### config.mk
export PLATFORM = sky130hd
export DESIGN_NAME = posit_decode_pipe
export DESIGN_NICKNAME = d
export VERILOG_FILES = /design/src/rtl/posit_decode_pipe_pkg.sv /design/src/rtl/posit_regime_run.sv /design/src/rtl/posit_decode_pipe.sv
export SDC_FILE = /design/constraint.sdc
export NUM_CORES = 1
export LEC_CHECK = 0
export CAP_MARGIN = 20
export CORE_AREA = 2 2 46 79
export DETAILED_ROUTE_END_ITERATION = 12
export DIE_AREA = 0 0 48 81
export GPL_TIMING_DRIVEN = 0
export HOLD_SLACK_MARGIN = 0.03
export PLACE_DENSITY = 0.83
export SLEW_MARGIN = 20
export SYNTH_ARGS = -nofsm -noshare
export SYNTH_HDL_FRONTEND = slang
export SYNTH_HIERARCHICAL = 1
export SYNTH_SLANG_ARGS = --single-unit
export TNS_END_PERCENT = 1
### constraint.sdc
create_clock -name clk -period 5.94 [get_ports clk]
set_clock_uncertainty 0.2 [all_clocks]
set_input_delay 0.891 -clock clk [delete_from_list [all_inputs] [get_ports clk]]
set_output_delay 0.891 -clock clk [all_outputs]
set_load 0.005 [all_outputs]
### src/rtl/posit_decode_pipe_pkg.sv
// rtl/posit_decode_pipe_pkg.sv - shared widths and helpers for the posit decode pipeline
package posit_pkg;

    localparam int POSIT_N  = 8;
    localparam int POSIT_ES = 2;
    localparam int FRAC_W   = POSIT_N - 1 - POSIT_ES;

    function automatic int regime_width(input int n);
        return $clog2(n);
    endfunction

    function automatic int frac_width(input int n, input int es);
        return n - 1 - es;
    endfunction

endpackage

### src/rtl/posit_regime_run.sv
// rtl/posit_regime_run.sv - regime run length of a sign-normalised posit body
module posit_regime_run
    import posit_pkg::*;
#(
    parameter int N  = POSIT_N,
    parameter int RS = regime_width(N)
) (
    input  logic [N-2:0] remain,
    output logic [RS:0]  m,
    output logic         first
);

    logic run;

    always_comb begin
        first = remain[N-2];
        m     = {{RS{1'b0}}, 1'b1};
        run   = 1'b1;
        for (int i = N - 3; i >= 0; i--) begin
            if (run && (remain[i] == first)) begin
                m = m + 1'b1;
            end else begin
                run = 1'b0;
            end
        end
    end

endmodule

### src/rtl/posit_decode_pipe.sv
// rtl/posit_decode_pipe.sv - two-stage posit field decoder with valid/ready and sticky NaR flag
module posit_decode_pipe
    import posit_pkg::*;
#(
    parameter int N  = POSIT_N,
    parameter int ES = POSIT_ES,
    parameter int RS = regime_width(N)
) (
    input  logic              clk,
    input  logic              rst,
    input  logic              in_valid,
    output logic              in_ready,
    input  logic [N-1:0]      in_posit,
    output logic              out_valid,
    input  logic              out_ready,
    output logic              out_sign,
    output logic signed [RS:0] out_k,
    output logic [ES-1:0]     out_exp,
    output logic [N-1:0]      out_mant,
    output logic              out_inf,
    output logic              out_zero,
    output logic              nar_seen,
    input  logic              nar_clr
);

    localparam int FW = frac_width(N, ES);

    typedef struct packed {
        logic               sign;
        logic signed [RS:0] k;
        logic [ES-1:0]      exp;
        logic [N-1:0]       mant;
        logic               inf;
        logic               zero;
    } dec_t;

    logic          s1_valid;
    logic          s1_sign;
    logic          s1_inf;
    logic          s1_zero;
    logic [N-2:0]  s1_remain;
    logic          s2_valid;
    dec_t          s2;

    logic          s2_load;
    logic          nar_set;
    logic [N-2:0]  in_body;
    logic [N-2:0]  in_remain;
    logic [RS:0]   run_m;
    logic          run_first;
    logic [RS+1:0] shamt;
    logic [N-2:0]  shifted;
    dec_t          dec;

    // out_ready -> in_ready is the only combinational path through the block
    assign s2_load   = ~s2_valid | out_ready;
    assign in_ready  = ~s1_valid | s2_load;
    assign nar_set   = s2_valid & out_ready & s2.inf;

    assign in_body   = in_posit[N-2:0];
    assign in_remain = in_posit[N-1] ? -in_body : in_body;

    posit_regime_run #(.N(N), .RS(RS)) u_regime_run (
        .remain (s1_remain),
        .m      (run_m),
        .first  (run_first)
    );

    always_comb begin
        shamt    = {1'b0, run_m} + 1'b1;
        shifted  = s1_remain << shamt;
        dec      = '0;
        dec.sign = s1_sign;
        dec.inf  = s1_inf;
        dec.zero = s1_zero;
        if (!(s1_inf || s1_zero)) begin
            dec.k    = run_first ? (run_m - 1'b1) : -run_m;
            dec.exp  = shifted[N-2 -: ES];
            dec.mant = {1'b1, shifted[FW-1:0], {ES{1'b0}}};
        end
    end

    always_ff @(posedge clk or posedge rst) begin
        if (rst) begin
            s1_valid  <= 1'b0;
            s1_sign   <= 1'b0;
            s1_inf    <= 1'b0;
            s1_zero   <= 1'b0;
            s1_remain <= '0;
            s2_valid  <= 1'b0;
            s2        <= '0;
            nar_seen  <= 1'b0;
        end else begin
            if (in_ready) begin
                s1_valid <= in_valid;
                if (in_valid) begin
                    s1_sign   <= in_posit[N-1];
                    s1_inf    <= in_posit[N-1] & ~|in_body;
                    s1_zero   <= ~|in_posit;
                    s1_remain <= in_remain;
                end
            end
            if (s2_load) begin
                s2_valid <= s1_valid;
                if (s1_valid) begin
                    s2 <= dec;
                end
            end
            // a NaR leaving the block outranks a simultaneous clear
            if (nar_set) begin
                nar_seen <= 1'b1;
            end else if (nar_clr) begin
                nar_seen <= 1'b0;
            end
        end
    end

    assign out_valid = s2_valid;
    assign out_sign  = s2.sign;
    assign out_k     = s2.k;
    assign out_exp   = s2.exp;
    assign out_mant  = s2.mant;
    assign out_inf   = s2.inf;
    assign out_zero  = s2.zero;

endmodule

==> flow_summary.rst, run 1 <==
.. list-table::
   :header-rows: 1

   * - Metric
     - Value
   * - TritonCTS clock tree
     - built
   * - Area grow syn2layout
     - 24.8%
   * - Starting density of the core
     - 0.511
   * - Latest clock arrival within the worst-skew pair
     - roughly 280 ps
   * - Die extent in x
     - around 48 microns
   * - Critical path class
     - flip-flop to flip-flop
   * - Fraction of post-synthesis cell area in the top cell type by area
     - 0.412
   * - Overall Global Routing Usage
     - 0.206
   * - Per-cell via count in the routed design
     - around 5.4
   * - Count of max-cap constraint violations
     - 0
   * - Antenna Violating Nets Remaining
     - 0
   * - Number of buffers created by CTS
     - 3
   * - First-pass GRT wire length
     - ~6000 microns
   * - Count of final hold-check violations
     - 0
   * - Grt total ovfl
     - 0
   * - Pin count of the biggest net entering global routing
     - 29
   * - Detailed-route DRC error count
     - 0
   * - Layout Cell Area excl Fill
     - 0.00212 sq mm
   * - Total inserted antenna cells
     - 0
   * - Arrival time of the worst setup path
     - around 3400 ps
   * - Syn Inst Count
     - approximately 170
   * - Total cell area at the placement stage
     - between 0.002 and 0.0025 sq mm
   * - Antenna violations before repair
     - 0
   * - Port Buffer Count
     - 29
   * - Post-CTS setup buffer count
     - 0
   * - Pwr Density
     - roughly 350 mW/mm^2
   * - Measured slew at the worst slew-check pin
     - between 500 and 600 ps
   * - Highest ir drop seen on vdd
     - ~0.22 mV
   * - Setup slack at placement
     - between 2000 and 3000 ps
   * - Nature of the critical path startpoint
     - flip-flop
   * - Htree depth
     - 1
   * - Largest stage delay, worst path
     - 490 ps
   * - Worst-path cell chain
     - and2_4 -> a32oi_1 -> o22ai_1 -> a221oi_2 -> buf_2 -> inv_1 -> ha_1 -> mux4_2 -> nor2b_1 -> a211o_1 -> a32o_1
   * - Maximum net fanout on the critical path
     - 10
   * - Number of detailed-route iterations in the first pass
     - 3
   * - Final core utilization
     - 0.638
   * - Fin cells
     - 252
   * - Mapped Area
     - 0.00170 sq mm
   * - Slowest cell on crit path
     - sky130_fd_sc_hd__dfrtp_1
   * - Final setup violating endpoints
     - 0
   * - Number of synthesis warnings
     - 6
   * - Wire length per cell
     - about 13 microns
   * - Commonest non-fill, non-tap cell in the layout
     - sky130_fd_sc_hd__clkdlybuf4s50_1
   * - Clock sinks
     - 28
   * - Number of global-route vias before repair
     - about 1400
   * - Detailed placer's ending HPWL
     - 2570 microns
   * - Drt initial violations
     - 18
   * - Yosys top cell by area
     - sky130_fd_sc_hd__dfrtp_1
   * - Relative max-transition margin
     - 0.624
   * - Hold WC Path Type
     - flip-flop to flip-flop
   * - Achievable Freq
     - between 0.2 and 0.3 GHz
   * - Std cell rows
     - 28
   * - Unrepaired setup endpoints after global routing
     - false
   * - Cell variety after synth
     - 46
   * - CTS hold repair buffers
     - 0
   * - Final WS setup
     - between 2000 and 3000 ps
   * - Detailed-route via count
     - around 1300
   * - CP endpoint kind
     - flip-flop
   * - Count of final max-slew check failures
     - 0
   * - Share of post-route cells with drive strength above 1
     - 0.140
   * - Leading cell types in the layout, fill and taps excluded
     - sky130_fd_sc_hd__clkdlybuf4s50_1, sky130_fd_sc_hd__dfrtp_1, sky130_fd_sc_hd__nand2_1
   * - Sequential cell area fraction in the yosys report
     - 0.412
   * - Sum of negative setup slack
     - 0 ps
   * - Longest Clk Path Bufs
     - 2
   * - Ports placed on the boundary
     - 33
   * - Leakage dissipation
     - approximately 0.94 nW
   * - Clock edge transition at the registers on the reported setup and hold paths
     - ~100 ps
   * - CTS root buffer
     - sky130_fd_sc_hd__clkbuf_8
   * - Placed Instances
     - 248
   * - Result of the run
     - finished clean
   * - Post-cts repair resize count
     - 0
   * - Avg Inst Size Synth
     - between 9 and 10 sq um
   * - Total Wirelength
     - 3260 microns
   * - Flops & latches, synth
     - 28
   * - Time the final worst path needs with I/O delays and setup
     - between 3000 and 4000 ps
   * - Total core area
     - approximately 0.0033 sq mm
   * - Vertical die dimension
     - 81 microns
   * - Final period util
     - 0.579
   * - Final GP Congestion
     - a little over 0.9
   * - Layout Nets
     - ~220
   * - Required time reported for the critical path endpoint
     - just under 6000 ps
   * - Cells taking the most area after synthesis
     - sky130_fd_sc_hd__dfrtp_1, sky130_fd_sc_hd__nand2_1, sky130_fd_sc_hd__xor2_1
   * - Die Footprint
     - 0.00389 sq mm
[routing by layer]
layer | track usage | part of all wire | routed length, microns
met5 | 0 | 0 | 0
met4 | 0.0919 | 0.027 | 87
met3 | 0.00889 | 0.017 | 54
met2 | 0.379 | 0.57 | 1870
met1 | 0.227 | 0.38 | 1250
[cell families (layout without fill, tap and decap cells)]
family,Yosys count,in the layout,synth area share
and+or+nand+nor,55,55,0.171
AOI/OAI and AO/OA,43,43,0.202
DFF,28,28,0.412
buffers and inverters,21,54,0.0567
xor gates and xnor gates,12,12,0.0618
muxes,9,9,0.0706
adders and majority gates,3,3,0.0221
other,2,3,0.00442
[path summary, 6_finish.rpt]
kind                                               start                       to  slack [ps]  cells after the start
worst max register to register  s1_remain[6]$_DFFE_PP0P_  out_mant[6]$_DFFE_PP0P_        2500                     11
worst min-delay path                 s1_sign$_DFFE_PP0P_      s1_sign$_DFFE_PP0P_         290                      2
min in group asynchronous                            rst  out_mant[7]$_DFFE_PP0P_         770                      2
max in group asynchronous                            rst  out_mant[5]$_DFFE_PP0P_        4390                      2
worst max-delay path            s1_remain[6]$_DFFE_PP0P_  out_mant[6]$_DFFE_PP0P_        2500                     11
worst min register to register       s1_sign$_DFFE_PP0P_      s1_sign$_DFFE_PP0P_         290                      2
[area by class of cell]
| type | instances | area (sq um) |
|---|---|---|
| repair buffers | 29 | 290 |
| multi-input cells | 125 | 907 |
| inverters | 10 | 37.5 |
| clock buffers | 3 | 41.3 |
| plain buffers | 11 | 58.8 |
| fillers | 272 | 1210 |
| clock inverters | 1 | 30.0 |
| well taps | 45 | 56.3 |
| flip-flops and latches | 28 | 701 |
[where the power goes]
group | internal (mW) | leakage [nW] | switching, mW
Sequential | 0.231 | 0.356 | 0.0333
Clock | 0.0904 | 0.0357 | 0.0627
Combinational | 0.172 | 0.552 | 0.149
[worst max-delay path: cells and delay by family (launching register included)]
family / cells / cell delay (ps)
compound gates: 5 / 1190
flops: 1 / 490
buf+inv: 2 / 400
fa+ha+maj: 1 / 370
simple gates: 2 / 360
mux: 1 / 330
[flip-flops by register name, summed over array words and instances, names as in the netlist, 2 cells and up]
signal	count
s1_remain	7
out_exp	2
out_k	4
out_mant	6
[synthesized netlist by cell type, drive strengths merged]
cell type	n
nand4	1
xnor2	4
or2	1
a21o	1
o22ai	1
o41ai	2
inv	10
nand4b	1
o21ai	15
ha	3
o21bai	1
a22o	4
a31o	2
a22oi	1
nand3	3
or3b	1
mux2	4
clkbuf	5
nand3b	2
nor4	1
nor2	5
nor2b	4
and3	2
a211o	3
nand2	24
buf	6
and2	1
conb	2
a221oi	1
dfrtp	28
a32o	1
or4	1
a32oi	3
o31ai	4
a21oi	2
nor3	4
nand2b	4
xor2	8
mux2i	3
mux4	2
a2111oi	1
o311ai	1
[through the flow]
| step | hold slack [ps] | total power, mW |
|---|---|---|
| global route | 321 | 0.796 |
| detailed placement | 268 | 0.591 |
| CTS | 292 | 0.743 |
| floorplan | 243 | 0.477 |
| finish | 287 | 0.739 |
| global placement | 259 | 0.581 |
(Power assumes the default switching activity.)
==> run 2, diff against run 1 <==
--- a/config.mk
+++ b/config.mk
@@ -6,12 +6,12 @@
 export NUM_CORES = 1
 export LEC_CHECK = 0
 export CAP_MARGIN = 20
-export CORE_AREA = 2 2 46 79
+export CORE_AREA = 2 2 49 86
 export DETAILED_ROUTE_END_ITERATION = 12
-export DIE_AREA = 0 0 48 81
+export DIE_AREA = 0 0 51 88
 export GPL_TIMING_DRIVEN = 0
 export HOLD_SLACK_MARGIN = 0.03
-export PLACE_DENSITY = 0.83
+export PLACE_DENSITY = 0.76
 export SLEW_MARGIN = 20
 export SYNTH_ARGS = -nofsm -noshare
 export SYNTH_HDL_FRONTEND = slang
==> constraint.sdc (replaced) <==
create_clock -name clk -period 3.05 [get_ports clk]
set_clock_uncertainty 0.2 [all_clocks]
set_input_delay 0.4575 -clock clk [delete_from_list [all_inputs] [get_ports clk]]
set_output_delay 0.4575 -clock clk [all_outputs]
set_load 0.005 [all_outputs]
==> flow_summary.rst, run 2 (synthesis gave the netlist of run 1 again) <==
.. list-table::
   :header-rows: 1

   * - Metric
     - Value
   * - Result of the run
     - finished clean
   * - Final period util
     - 0.966
   * - Achievable Freq
     - 0.339 GHz
   * - CTS hold repair buffers
     - 0
   * - Die Footprint
     - between 0.004 and 0.005 sq mm
   * - Internal power consumption
     - around 1.0 mW
   * - Detailed-route DRC error count
     - 0
   * - Clock edge transition at the registers on the reported setup and hold paths
     - 100 ps
   * - Highest ir drop seen on vdd
     - approximately 0.44 mV
   * - Overall Global Routing Usage
     - 0.165
   * - Relative max-transition margin
     - 0.620
   * - Clock sinks
     - 28
   * - Count of max-cap constraint violations
     - 0
   * - CP endpoint kind
     - flip-flop
   * - Maximum net fanout on the critical path
     - 9
   * - Setup slack at placement
     - -199 ps
   * - Pin count of the biggest net entering global routing
     - 29
   * - Count of final max-slew check failures
     - 0
   * - TritonCTS clock tree
     - built
   * - Total net switching power
     - around 0.48 mW
   * - Total cell area at the placement stage
     - approximately 0.0021 sq mm
   * - Placed Instances
     - about 250
   * - Largest register by flop count
     - s1_remain
   * - Per-cell via count in the routed design
     - 5.29
   * - Commonest non-fill, non-tap cell in the layout
     - sky130_fd_sc_hd__clkdlybuf4s50_1
   * - Final GP Congestion
     - 0.821
   * - Leading cell types in the layout, fill and taps excluded
     - sky130_fd_sc_hd__clkdlybuf4s50_1, sky130_fd_sc_hd__nand2_1, sky130_fd_sc_hd__dfrtp_1
   * - Required time reported for the critical path endpoint
     - between 3000 and 4000 ps
   * - Longest Clk Path Bufs
     - 2
   * - Critical path class
     - flip-flop to flip-flop
   * - Layout Nets
     - between 200 and 250
   * - Antenna violations before repair
     - 0
   * - Starting density of the core
     - 0.449
   * - Leakage dissipation
     - between 0.9 and 1 nW
   * - Wire length per cell
     - between 10 and 15 microns
   * - CTS root buffer
     - sky130_fd_sc_hd__clkbuf_8
   * - Switching power share of the total
     - 0.325
   * - Part of the power in registers
     - 0.350
   * - Number of detailed-route iterations in the first pass
     - 4
   * - Multi-input gate area in the final layout
     - 920 sq um
   * - Fin cells
     - roughly 260
   * - Detailed placer's ending HPWL
     - 2570 microns
   * - Combinational power share
     - 0.450
   * - Layout Cell Area excl Fill
     - between 0.002 and 0.0025 sq mm
   * - Share of post-route cells with drive strength above 1
     - 0.176
   * - Port Buffer Count
     - 29
   * - Nature of the critical path startpoint
     - flip-flop
   * - Sum of negative setup slack
     - 0 ps
   * - Filler instances
     - around 360
   * - Total Wirelength
     - between 3000 and 4000 microns
   * - Detailed-route via count
     - 1364
   * - First-pass GRT wire length
     - around 5700 microns
   * - Number of flip-flops in the largest register
     - 7
   * - Number of buffers created by CTS
     - 3
   * - Final setup violating endpoints
     - 0
   * - Total inserted antenna cells
     - 0
   * - Hold WC Path Type
     - flip-flop to flip-flop
   * - Total core area
     - 0.00379 sq mm
   * - Worst hold margin
     - roughly 290 ps
   * - Area grow syn2layout
     - 27.7%
   * - Time the final worst path needs with I/O delays and setup
     - 2950 ps
   * - Ports placed on the boundary
     - 33
   * - Area of all sequential standard cells
     - a little over 700 sq um
   * - Measured slew at the worst slew-check pin
     - 570 ps
   * - Arrival time of the worst setup path
     - a little under 3000 ps
   * - Count of final hold-check violations
     - 0
   * - Clock network fraction of design power
     - 0.199
   * - Final WS setup
     - ~100 ps
   * - Vertical die dimension
     - roughly 88 microns
   * - Std cell rows
     - 30
   * - Die extent in x
     - 51 microns
   * - Pwr Density
     - approximately 680 mW/mm^2
   * - Number of global-route vias before repair
     - about 1300
   * - Latest clock arrival within the worst-skew pair
     - roughly 280 ps
   * - Drt initial violations
     - 25
   * - Antenna Violating Nets Remaining
     - 0
   * - Grt total ovfl
     - 0
   * - Htree depth
     - 1
[run 2: path summary, 6_finish.rpt]
check | startpoint | end | slack [ps] | depth (start not counted)
worst max-delay path | s1_remain[6]$_DFFE_PP0P_ | out_mant[6]$_DFFE_PP0P_ | 100 | 11
worst min-delay path | out_exp[1]$_DFFE_PP0P_ | out_exp[1]$_DFFE_PP0P_ | 290 | 2
worst max register to register | s1_remain[6]$_DFFE_PP0P_ | out_mant[6]$_DFFE_PP0P_ | 100 | 11
worst min register to register | out_exp[1]$_DFFE_PP0P_ | out_exp[1]$_DFFE_PP0P_ | 290 | 2
max in group asynchronous | rst | s1_remain[3]$_DFFE_PP0P_ | 1890 | 2
min in group asynchronous | rst | nar_seen$_DFFE_PP0P_ | 340 | 2
[run 2: timing repair]
action / 4_1_cts / 5_1_grt
setup endpoints to repair: 3 / 2
buffers inserted: 1 / 2
pin swaps: 0 / 0
gates resized for setup: 0 / 4
gates cloned: 0 / 0
[run 2: final cells by class]
cell class,instances,share of cell area
inverter,10,0.0173
clock inverter,1,0.0138
buffer,11,0.0300
clock buffer,3,0.0190
timing repair buffer,32,0.144
sequential,28,0.325
multi-input combinational,125,0.423
tap,48,0.0276
[run 2: metal layers]
metal  global-route usage  wire [microns]  vias to the layer above
met5                    0               0                        -
met4               0.0909              90                        0
met3               0.0119              57                        7
met2                0.314            1890                       24
met1                0.173            1200                      647
li1                     -               -                      686
[run 2: critical path, cell delays in order (launching register included)]
cell and delay [ps]:
sky130_fd_sc_hd__dfrtp_2 480, sky130_fd_sc_hd__and2_4 180, sky130_fd_sc_hd__a32oi_1 150, sky130_fd_sc_hd__o22ai_1 110
sky130_fd_sc_hd__a221oi_2 250, sky130_fd_sc_hd__buf_6 150, sky130_fd_sc_hd__inv_1 60, sky130_fd_sc_hd__ha_4 290
sky130_fd_sc_hd__mux4_2 300, sky130_fd_sc_hd__nor2b_1 150, sky130_fd_sc_hd__a211o_1 270, sky130_fd_sc_hd__a32o_1 240
[run 2: power groups by stage]
| stage | Sequential [mW] | Clock (mW) | Combinational (mW) |
|---|---|---|---|
| 3_5_place_dp | 0.527 | 0 | 0.644 |
| 2_1_floorplan | 0.520 | 0 | 0.426 |
| 5_1_grt | 0.533 | 0.315 | 0.738 |
| 3_3_place_gp | 0.523 | 0 | 0.631 |
| 6_report | 0.518 | 0.295 | 0.666 |
| 4_1_cts | 0.519 | 0.302 | 0.652 |
[run 2: through the flow]
stage	total power, mW	utilization
after floorplan	0.946	-
after global placement	1.15	0.546
after detailed placement	1.17	0.546
after CTS	1.47	0.567
after global routing	1.59	0.573
final	1.48	0.573
